$ cat config.mk
export PLATFORM = sky130hd
export DESIGN_NAME = phase_sequencer
export DESIGN_NICKNAME = d
export VERILOG_FILES = /design/src/rtl/phase_sequencer_pkg.sv /design/src/rtl/phase_sequencer_mul_counter.sv /design/src/rtl/phase_sequencer.sv
export SDC_FILE = /design/constraint.sdc
export NUM_CORES = 1
export LEC_CHECK = 0
export CAP_MARGIN = 5
export CORE_UTILIZATION = 45
export CTS_CLUSTER_SIZE = 30
export DETAILED_ROUTE_END_ITERATION = 6
export PLACE_DENSITY = 0.73
export SKIP_LAST_GASP = 1
export SLEW_MARGIN = 20
export SYNTH_ARGS = -nofsm -noshare
export SYNTH_HDL_FRONTEND = slang
export SYNTH_SLANG_ARGS = --single-unit
$ cat constraint.sdc
create_clock -name CLK -period 5 [get_ports CLK]
set_input_delay 0.75 -clock CLK [delete_from_list [all_inputs] [get_ports CLK]]
set_output_delay 0.75 -clock CLK [all_outputs]
set_load 0.01 [all_outputs]
$ cat src/rtl/phase_sequencer_pkg.sv
// Shared controller definitions: one-hot phase bit positions, phase vector type,
// multiply iteration default. Also imported by the ISR/decoder stage.
package phase_sequencer_pkg;

  localparam int NUM_PH = 17;

  localparam int PH_IF0   = 0;
  localparam int PH_IF1   = 1;
  localparam int PH_FF0   = 2;
  localparam int PH_FF1   = 3;
  localparam int PH_FF2   = 4;
  localparam int PH_TF0   = 5;
  localparam int PH_TF1   = 6;
  localparam int PH_EX0   = 7;
  localparam int PH_EX1   = 8;
  localparam int PH_IT0   = 9;
  localparam int PH_IT1   = 10;
  localparam int PH_IT2   = 11;
  localparam int PH_MUL1  = 12;
  localparam int PH_MUL21 = 13;
  localparam int PH_MUL22 = 14;
  localparam int PH_MUL3  = 15;
  localparam int PH_MUL4  = 16;

  typedef logic [NUM_PH-1:0] phase_vec_t;

  localparam int MUL_ITER_DEF = 16;

  function automatic phase_vec_t ph(input int idx);
    return phase_vec_t'(1) << idx;
  endfunction

  function automatic logic is_onehot(input phase_vec_t v);
    return (v != '0) && ((v & (v - phase_vec_t'(1))) == '0);
  endfunction

endpackage

$ cat src/rtl/phase_sequencer_mul_counter.sv
// Multiply iteration counter: increment, clear and terminal-count flag.
// The 4-bit count wraps to 0 after the 16th increment when MUL_ITER=16.
module phase_mul_counter #(
  parameter int MUL_ITER = 16
) (
  input  logic       clk,
  input  logic       clr_n,
  input  logic       inc,
  input  logic       clr,
  output logic [3:0] cnt,
  output logic       last
);

  logic [3:0] cnt_q, cnt_d;

  // last: the increment about to happen completes the final iteration
  assign last = ({1'b0, cnt_q} == 5'(MUL_ITER - 1));
  assign cnt  = cnt_q;

  always_comb begin
    cnt_d = cnt_q;
    if (clr)      cnt_d = '0;
    else if (inc) cnt_d = cnt_q + 4'd1;
  end

  always_ff @(posedge clk) begin
    if (!clr_n) cnt_q <= '0;
    else        cnt_q <= cnt_d;
  end

endmodule

$ cat src/rtl/phase_sequencer.sv
// Instruction-phase sequencer: one-hot phase strobes, wait states, multiply loop,
// interrupt entry. Define PHASE_SEQ_WAIT_EN to honour MEM_RDY hold behaviour.
module phase_sequencer
  import phase_sequencer_pkg::*;
#(
  parameter int MUL_ITER = MUL_ITER_DEF
) (
  input  logic       CLK,
  input  logic       CLR,
  input  logic       MEM_RDY,
  input  logic       f_is_D,
  input  logic       t_is_D,
  input  logic       op_MUL,
  input  logic       op_SVC,
  input  logic       op_RIT,
  input  logic       EIT_gate,
  input  logic       OIT_gate,
  output logic       IF0,
  output logic       IF1,
  output logic       FF0,
  output logic       FF1,
  output logic       FF2,
  output logic       TF0,
  output logic       TF1,
  output logic       EX0,
  output logic       EX1,
  output logic       IT0,
  output logic       IT1,
  output logic       IT2,
  output logic       MUL1,
  output logic       MUL2_1,
  output logic       MUL2_2,
  output logic       MUL3,
  output logic       MUL4,
  output logic [3:0] MUL_CNT,
  output logic       IT_SRC,
  output logic       INST_END
);

  logic mem_rdy;
`ifdef PHASE_SEQ_WAIT_EN
  assign mem_rdy = MEM_RDY;
`else
  logic unused_mem_rdy;
  assign unused_mem_rdy = MEM_RDY;
  assign mem_rdy        = 1'b1;
`endif

  phase_vec_t phase_q, phase_d;
  logic       it_src_q, it_src_d;
  logic       inst_end_q, inst_end_d;
  logic       cnt_inc, cnt_clr, cnt_last, end_now;

  phase_mul_counter #(.MUL_ITER(MUL_ITER)) u_mul_cnt (
    .clk  (CLK),
    .clr_n(CLR),
    .inc  (cnt_inc),
    .clr  (cnt_clr),
    .cnt  (MUL_CNT),
    .last (cnt_last)
  );

  always_comb begin
    phase_d  = phase_q;
    it_src_d = it_src_q;
    cnt_inc  = 1'b0;
    cnt_clr  = 1'b0;
    // cycle on which the current instruction finishes
    end_now  = (phase_q[PH_EX0] & t_is_D) | (phase_q[PH_EX1] & mem_rdy) | phase_q[PH_MUL4];

    if (!is_onehot(phase_q)) begin
      phase_d = ph(PH_IF0);
      cnt_clr = 1'b1;
    end else if (end_now) begin
      cnt_clr = phase_q[PH_MUL4];
      if (EIT_gate | OIT_gate) begin
        phase_d  = ph(PH_IT0);
        it_src_d = EIT_gate;
      end else begin
        phase_d  = ph(PH_IF0);
      end
    end else begin
      case (1'b1)
        phase_q[PH_IF0]:   if (mem_rdy) phase_d = ph(PH_IF1);
        phase_q[PH_IF1]: begin
          if (op_SVC | op_RIT) phase_d = ph(PH_IT0);
          else if (op_MUL)     phase_d = ph(PH_MUL1);
          else if (!f_is_D)    phase_d = ph(PH_FF0);
          else if (!t_is_D)    phase_d = ph(PH_TF0);
          else                 phase_d = ph(PH_EX0);
        end
        phase_q[PH_FF0]:   phase_d = ph(PH_FF1);
        phase_q[PH_FF1]:   if (mem_rdy) phase_d = ph(PH_FF2);
        phase_q[PH_FF2]:   phase_d = t_is_D ? ph(PH_EX0) : ph(PH_TF0);
        phase_q[PH_TF0]:   phase_d = ph(PH_TF1);
        phase_q[PH_TF1]:   if (mem_rdy) phase_d = ph(PH_EX0);
        phase_q[PH_EX0]:   phase_d = ph(PH_EX1);
        phase_q[PH_MUL1]:  phase_d = ph(PH_MUL21);
        phase_q[PH_MUL21]: phase_d = ph(PH_MUL22);
        phase_q[PH_MUL22]: begin
          cnt_inc = 1'b1;
          phase_d = cnt_last ? ph(PH_MUL3) : ph(PH_MUL21);
        end
        phase_q[PH_MUL3]:  phase_d = ph(PH_MUL4);
        phase_q[PH_IT0]:   phase_d = ph(PH_IT1);
        phase_q[PH_IT1]:   if (mem_rdy) phase_d = ph(PH_IT2);
        phase_q[PH_IT2]:   phase_d = ph(PH_IF0);
        default:           phase_d = phase_q;
      endcase
    end

    // INST_END pulses on the first cycle of the end phase, so it can be registered
    inst_end_d = (phase_d[PH_EX0] & t_is_D) | (phase_d[PH_EX1] & phase_q[PH_EX0]) |
                 (phase_d[PH_MUL4] & phase_q[PH_MUL3]);
  end

  always_ff @(posedge CLK) begin
    if (!CLR) begin
      phase_q    <= ph(PH_IF0);
      it_src_q   <= 1'b0;
      inst_end_q <= 1'b0;
    end else begin
      phase_q    <= phase_d;
      it_src_q   <= it_src_d;
      inst_end_q <= inst_end_d;
    end
  end

  assign IF0      = phase_q[PH_IF0];
  assign IF1      = phase_q[PH_IF1];
  assign FF0      = phase_q[PH_FF0];
  assign FF1      = phase_q[PH_FF1];
  assign FF2      = phase_q[PH_FF2];
  assign TF0      = phase_q[PH_TF0];
  assign TF1      = phase_q[PH_TF1];
  assign EX0      = phase_q[PH_EX0];
  assign EX1      = phase_q[PH_EX1];
  assign IT0      = phase_q[PH_IT0];
  assign IT1      = phase_q[PH_IT1];
  assign IT2      = phase_q[PH_IT2];
  assign MUL1     = phase_q[PH_MUL1];
  assign MUL2_1   = phase_q[PH_MUL21];
  assign MUL2_2   = phase_q[PH_MUL22];
  assign MUL3     = phase_q[PH_MUL3];
  assign MUL4     = phase_q[PH_MUL4];
  assign IT_SRC   = it_src_q;
  assign INST_END = inst_end_q;

endmodule

==> run summary, run 1 <==
Outcome: complete, no violations
CP Capture Type: flop
Die footprint: 2918 sq um
Clk buf depth: 2
DIE HEIGHT: 54.02 microns
Cts hold-fix bufs: 0
Register area share after synthesis: 37.82%
Clock latency on the worst-skew pair: 0.31 ns
Critical path peak fanout: 15
Max_cap viols: 0
Diodes inserted: 0
Commonest cells post-synth: dfxtp_1, nor2_1, inv_1
DP HPWL: 2020 microns
Peak supply drop: 148.8 uV
CTS clock-pin slew for the worst setup and hold paths: 0.12 ns
RSZ-0062 raised after global routing: false
Post-synth top area share: 37.82%
Worst Hold Class: reg -> reg
Count leader, synth: dfxtp_1
Ratio of cells with drive above 1 in the final layout: 10.84%
Core footprint: 2522 sq um
First-pass GRT wire length: 4581 microns
Cell Pwr Density: 257.6 nW/um^2
Clk_skew: 0.005554 ns
GR Overflow Total: 0
Fin cells: 196
CTS resizes: 0
Relative slew slack: 50.71%
Reg area: 460.4 sq um
Setup_tns: 0 ns
Root buffer cell: clkbuf_4
DRT Wirelength: 2686 microns
Starting Density: 48.26%
Post-synth cell types: 39
Antenna violations before repair: 0
Final Util: 61.61%
Arr. time, crit path: 3.01 ns
Fin crit period: 2.789 ns
R2r setup slk: 2.21 ns
Startpoint Class: flop
Multi-input logic area: 681.9 sq um
Post-CTS Setup Repair Bufs: 0
Place WS: 1.941 ns
Final WS setup: 2.211 ns
Via count: 1155
Ys Warns: 0
Mapped Cells: 135
Setup CP Type: reg -> reg
Syn_nets: 146
Final Net Count: 178
WL per Instance: 13.70 microns
DRT antenna net count: 0
CTS tree: built
Port bufs: 31
DRC: 0
Mapped Area: 1217 sq um
Main area contributors after synthesis: dfxtp_1, nor2_1, nor3_2
Total CTS buffers: 3
P_leak: 0.0005069 uW
Die width: 54.02 microns
Clk sinks: 23
Drt first-iter violations: 41
Post-synth EDFFs: 0
Synthesis-stage register bit count: 23
CP max-delay cell: or3b_1
Syn Area/Cell: 9.018 sq um
Critical Path Max Stage Delay: 0.71 ns
Vias per cell: 5.893
Placed insts: 192
Largest net degree at the start of global routing: 16
Fin crit share: 55.77%
Max Freq: 358.6 MHz
Slew Limit Fails: 0
Worst endpoint required time: 5.22 ns
Worst Tran Pin Value: 0.7349 ns
Total track usage: 21.31%
Post-synth ARST share: 0%
Rows: 18
Placer Congestion: 0.9200
Count of final hold-check violations: 0
Vias in the first global route: 1050
First-pass DRT Iterations: 4
Area grow syn2layout: 27.65%
# H-tree levels: 1
Critical path cell sequence: nor4_4, nand2_1, a211oi_2, nand4_2, or3b_1, nor4b_2
Ys flop type: dfxtp_1
Setup violators final: 0
IO Count: 33
Filler cells: 246
Dominant cell type by area after synthesis: dfxtp_1
==> power breakdown <==
| group | switching [uW] | leakage [uW] | internal, uW |
|---|---|---|---|
| clock | 55.6 | 0.0000150 | 31.2 |
| sequential | 22.0 | 0.000186 | 189 |
| combinational | 64.5 | 0.000306 | 38.3 |
==> flip-flops by register name, summed over array words and instances, names as in the netlist <==
signal	cells
phase_q	17
u_mul_cnt.cnt	4
INST_END	1
IT_SRC	1
==> path summary, 6_finish.rpt <==
path,from,endpoint,cells after the start
worst max-delay path,phase_q[0]$_SDFF_PN1_,phase_q[3]$_SDFF_PN0_,6
worst min-delay path,IT_SRC$_SDFFE_PN0P_,IT_SRC$_SDFFE_PN0P_,2
worst max register to register,phase_q[0]$_SDFF_PN1_,phase_q[3]$_SDFF_PN0_,6
worst min register to register,IT_SRC$_SDFFE_PN0P_,IT_SRC$_SDFFE_PN0P_,2
==> cells by family (layout without fill, tap and decap cells) <==
family	after synthesis	after routing	synth area share (%)
buf+inv	14	45	6.166
xor+xnor	4	4	2.878
fa+ha+maj	2	2	1.850
flops	23	23	37.82
compound gates	25	25	15.42
mux	1	1	0.8222
simple gates	66	66	35.05
==> placed cells by master, fill, tap and decap left out, drive strengths merged, types with 2 or more instances in the layout <==
cell type,count
xor2,2
nor3,10
clkdlybuf4s50,31
nand3,5
clkbuf,4
a31oi,3
nand2,8
nand4,4
nor2,17
nor4b,4
dfxtp,23
a41oi,2
o21ai,4
nor4,9
xnor2,2
a211oi,6
a22oi,2
inv,10
o31ai,2
or3,3
a21oi,3
nand3b,2
==> layout make-up <==
| type | count | share of cell area, % |
|---|---|---|
| clock buffers | 4 | 1.691 |
| inverters | 10 | 2.415 |
| multi-input cells | 98 | 43.88 |
| flip-flops and latches | 23 | 29.63 |
| well taps | 30 | 2.415 |
| repair buffers | 31 | 19.97 |
==> routing by layer <==
layer  up-vias  track usage (%)  part of all wire [%]
met3         5            2.825                   5.1
met5         -                0                     0
met1       542            28.26                    46
met2        41            34.16                    47
met4         0            9.402                   1.6
li1        567                -                     -
==> worst max-delay path, delay by kind of cell, from the launching register on <==
kind	cells	cell delay, ns
compound gates	1	0.29
simple gates	5	1.88
flops	1	0.52
==> metrics by stage <==
stage          hold slack (ns)  cell area, sq um  total power [uW]
3_3_place_gp            0.4826              1528             315.7
6_report                0.5182              1554             400.3
4_1_cts                 0.5242              1554             403.0
2_1_floorplan           0.5139              1217             295.3
5_1_grt                 0.5611              1554             421.9
3_5_place_dp            0.5037              1528             318.1
(Power assumes the default switching activity.)
==> inputs of run 2 (changes only) <==
- clock period: 5 -> 2.59 ns (I/O delays scaled with it)
==> run 2 against run 1 <==
Net effect: utilization increased by 2.1 points; sequential share of layout area decreased by 0.97 points; via count decreased by 0.43%; critical path depth increased by 1; design area increased by 3.4%; register-to-register slack got worse by 2.0 ns; die area unchanged; fmax increased by 16%; global-route usage increased by 1.1 points; largest power group unchanged; clock power increased by 96%; largest cell class unchanged; final cell count increased by 3.6%.
==> run summary, run 2 (synthesis gave the netlist of run 1 again) <==
Outcome: complete, no violations
CTS clock-pin slew for the worst setup and hold paths: 0.12 ns
Final WS setup: 0.1829 ns
Final Net Count: 185
RSZ-0062 raised after global routing: false
Clock share of power: 20.9%
First-pass DRT Iterations: 4
Cell count along the critical path: 7
Critical path's top delay family: simple AND/OR/NAND/NOR gates
Setup_tns: 0 ns
Number of flip-flops in the largest register: 17
Total track usage: 22.36%
Reg area: 460.4 sq um
Die width: 54.02 microns
Filler cells: 235
Via count: 1150
Worst endpoint required time: 2.84 ns
Total power: 815.8 uW
CTS tree: built
Setup CP Type: reg -> reg
Clock latency on the worst-skew pair: 0.32 ns
Fin crit share: 92.94%
Worst Tran Pin Value: 0.5342 ns
Slew Limit Fails: 0
Total CTS buffers: 3
R2R cell count: 7
R2r setup slk: 0.18 ns
Register with the most flip-flops: phase_q
Die footprint: 2918 sq um
Antenna violations before repair: 0
Peak supply drop: 389.2 uV
Clk buf depth: 2
P_leak: 0.0005391 uW
CTS resizes: 0
Combinational share of power: 32.9%
Rows: 18
Vias per cell: 5.665
Largest net degree at the start of global routing: 13
CP Buf/Inv Count: 1
DP Area: 1580 sq um
Clk sinks: 23
Critical path peak fanout: 10
First-pass GRT wire length: 4519 microns
Vias in the first global route: 992
WL per Instance: 13.46 microns
DIE HEIGHT: 54.02 microns
Worst Hold Class: reg -> reg
Multi-input logic area: 681.9 sq um
Final Util: 63.69%
Sw Share: 34.80%
Clk_skew: 0.002653 ns
Cts hold-fix bufs: 0
Setup violators final: 0
Diodes inserted: 0
Area grow syn2layout: 31.96%
DRC: 0
Most frequent cells in the layout: clkdlybuf4s50_1, dfxtp_1, nor2_1
CP Capture Type: flop
# H-tree levels: 1
Critical Path Max Stage Delay: 0.49 ns
CP max-delay cell: nor4_4
DRT Wirelength: 2733 microns
Relative slew slack: 64.06%
Reg power frac: 46.2%
Internal power: 531.9 uW
Startpoint Class: flop
Final instance area: 1607 sq um
IO Count: 33
GR Overflow Total: 0
Core footprint: 2522 sq um
Post-CTS Setup Repair Bufs: 0
Ratio of cells with drive above 1 in the final layout: 14.45%
Cell Pwr Density: 507.8 nW/um^2
Arr. time, crit path: 2.65 ns
Drt first-iter violations: 23
DP HPWL: 2117 microns
Net Switching: 283.9 uW
Max Freq: 415.4 MHz
Count of final hold-check violations: 0
Placer Congestion: 0.9292
Worst hold stages: 2
Place WS: 0.1886 ns
Max_cap viols: 0
Critical path cell sequence: nor4_4, nand2_1, a211oi_2, nand4_2, or3b_1, buf_4, nor4b_2
Commonest non-fill, non-tap cell in the layout: clkdlybuf4s50_1
Starting Density: 48.26%
Root buffer cell: clkbuf_4
Fin crit period: 2.407 ns
Port bufs: 31
DRT antenna net count: 0
[run 2: changes by cell type in the layout (fill, tap and decap cells not counted)]
| cell | delta |
|---|---|
| buf_4 | +7 |
[run 2: worst paths after layout]
path / startpoint / to
max reg2reg: phase_q[3]$_SDFF_PN0_ / phase_q[5]$_SDFF_PN0_
max: phase_q[3]$_SDFF_PN0_ / phase_q[5]$_SDFF_PN0_
min: IT_SRC$_SDFFE_PN0P_ / IT_SRC$_SDFFE_PN0P_
min reg2reg: IT_SRC$_SDFFE_PN0P_ / IT_SRC$_SDFFE_PN0P_
[run 2: per-stage QoR]
step           hold WS [ns]  cells
6_report             0.5371    203
4_1_cts              0.5416    203
3_3_place_gp         0.4825    199
3_5_place_dp         0.5195    199
5_1_grt              0.5797    203
2_1_floorplan        0.4627    135
[run 2: worst min-delay path, stage by stage, from the launching register on]
cell and delay [ns]:
dfxtp_1 0.33, o311ai_0 0.09, o31ai_1 0.08
[run 2: cell type report]
type                            count  area share [%]
Clock buffer                        4           1.636
Timing Repair Buffer               38           22.59
Multi-Input combinational cell     98           42.45
Sequential cell                    23           28.66
Inverter                           10           2.336
Tap cell                           30           2.336
[run 2: routing by layer]
| layer | vias to the layer above | part of all wire, % | track usage (%) |
|---|---|---|---|
| li1 | 589 | - | - |
| met1 | 521 | 48 | 29.27 |
| met2 | 33 | 45 | 32.72 |
| met3 | 7 | 5.1 | 6.497 |
| met4 | 0 | 2.5 | 11.97 |
| met5 | - | 0 | 0 |
[run 2: power groups by stage]
stage	sequential [uW]	combinational, uW	clock [uW]
6_report	377	269	170
5_1_grt	378	291	198
4_1_cts	377	271	177
3_5_place_dp	385	269	0
3_3_place_gp	384	263	0
2_1_floorplan	389	181	0
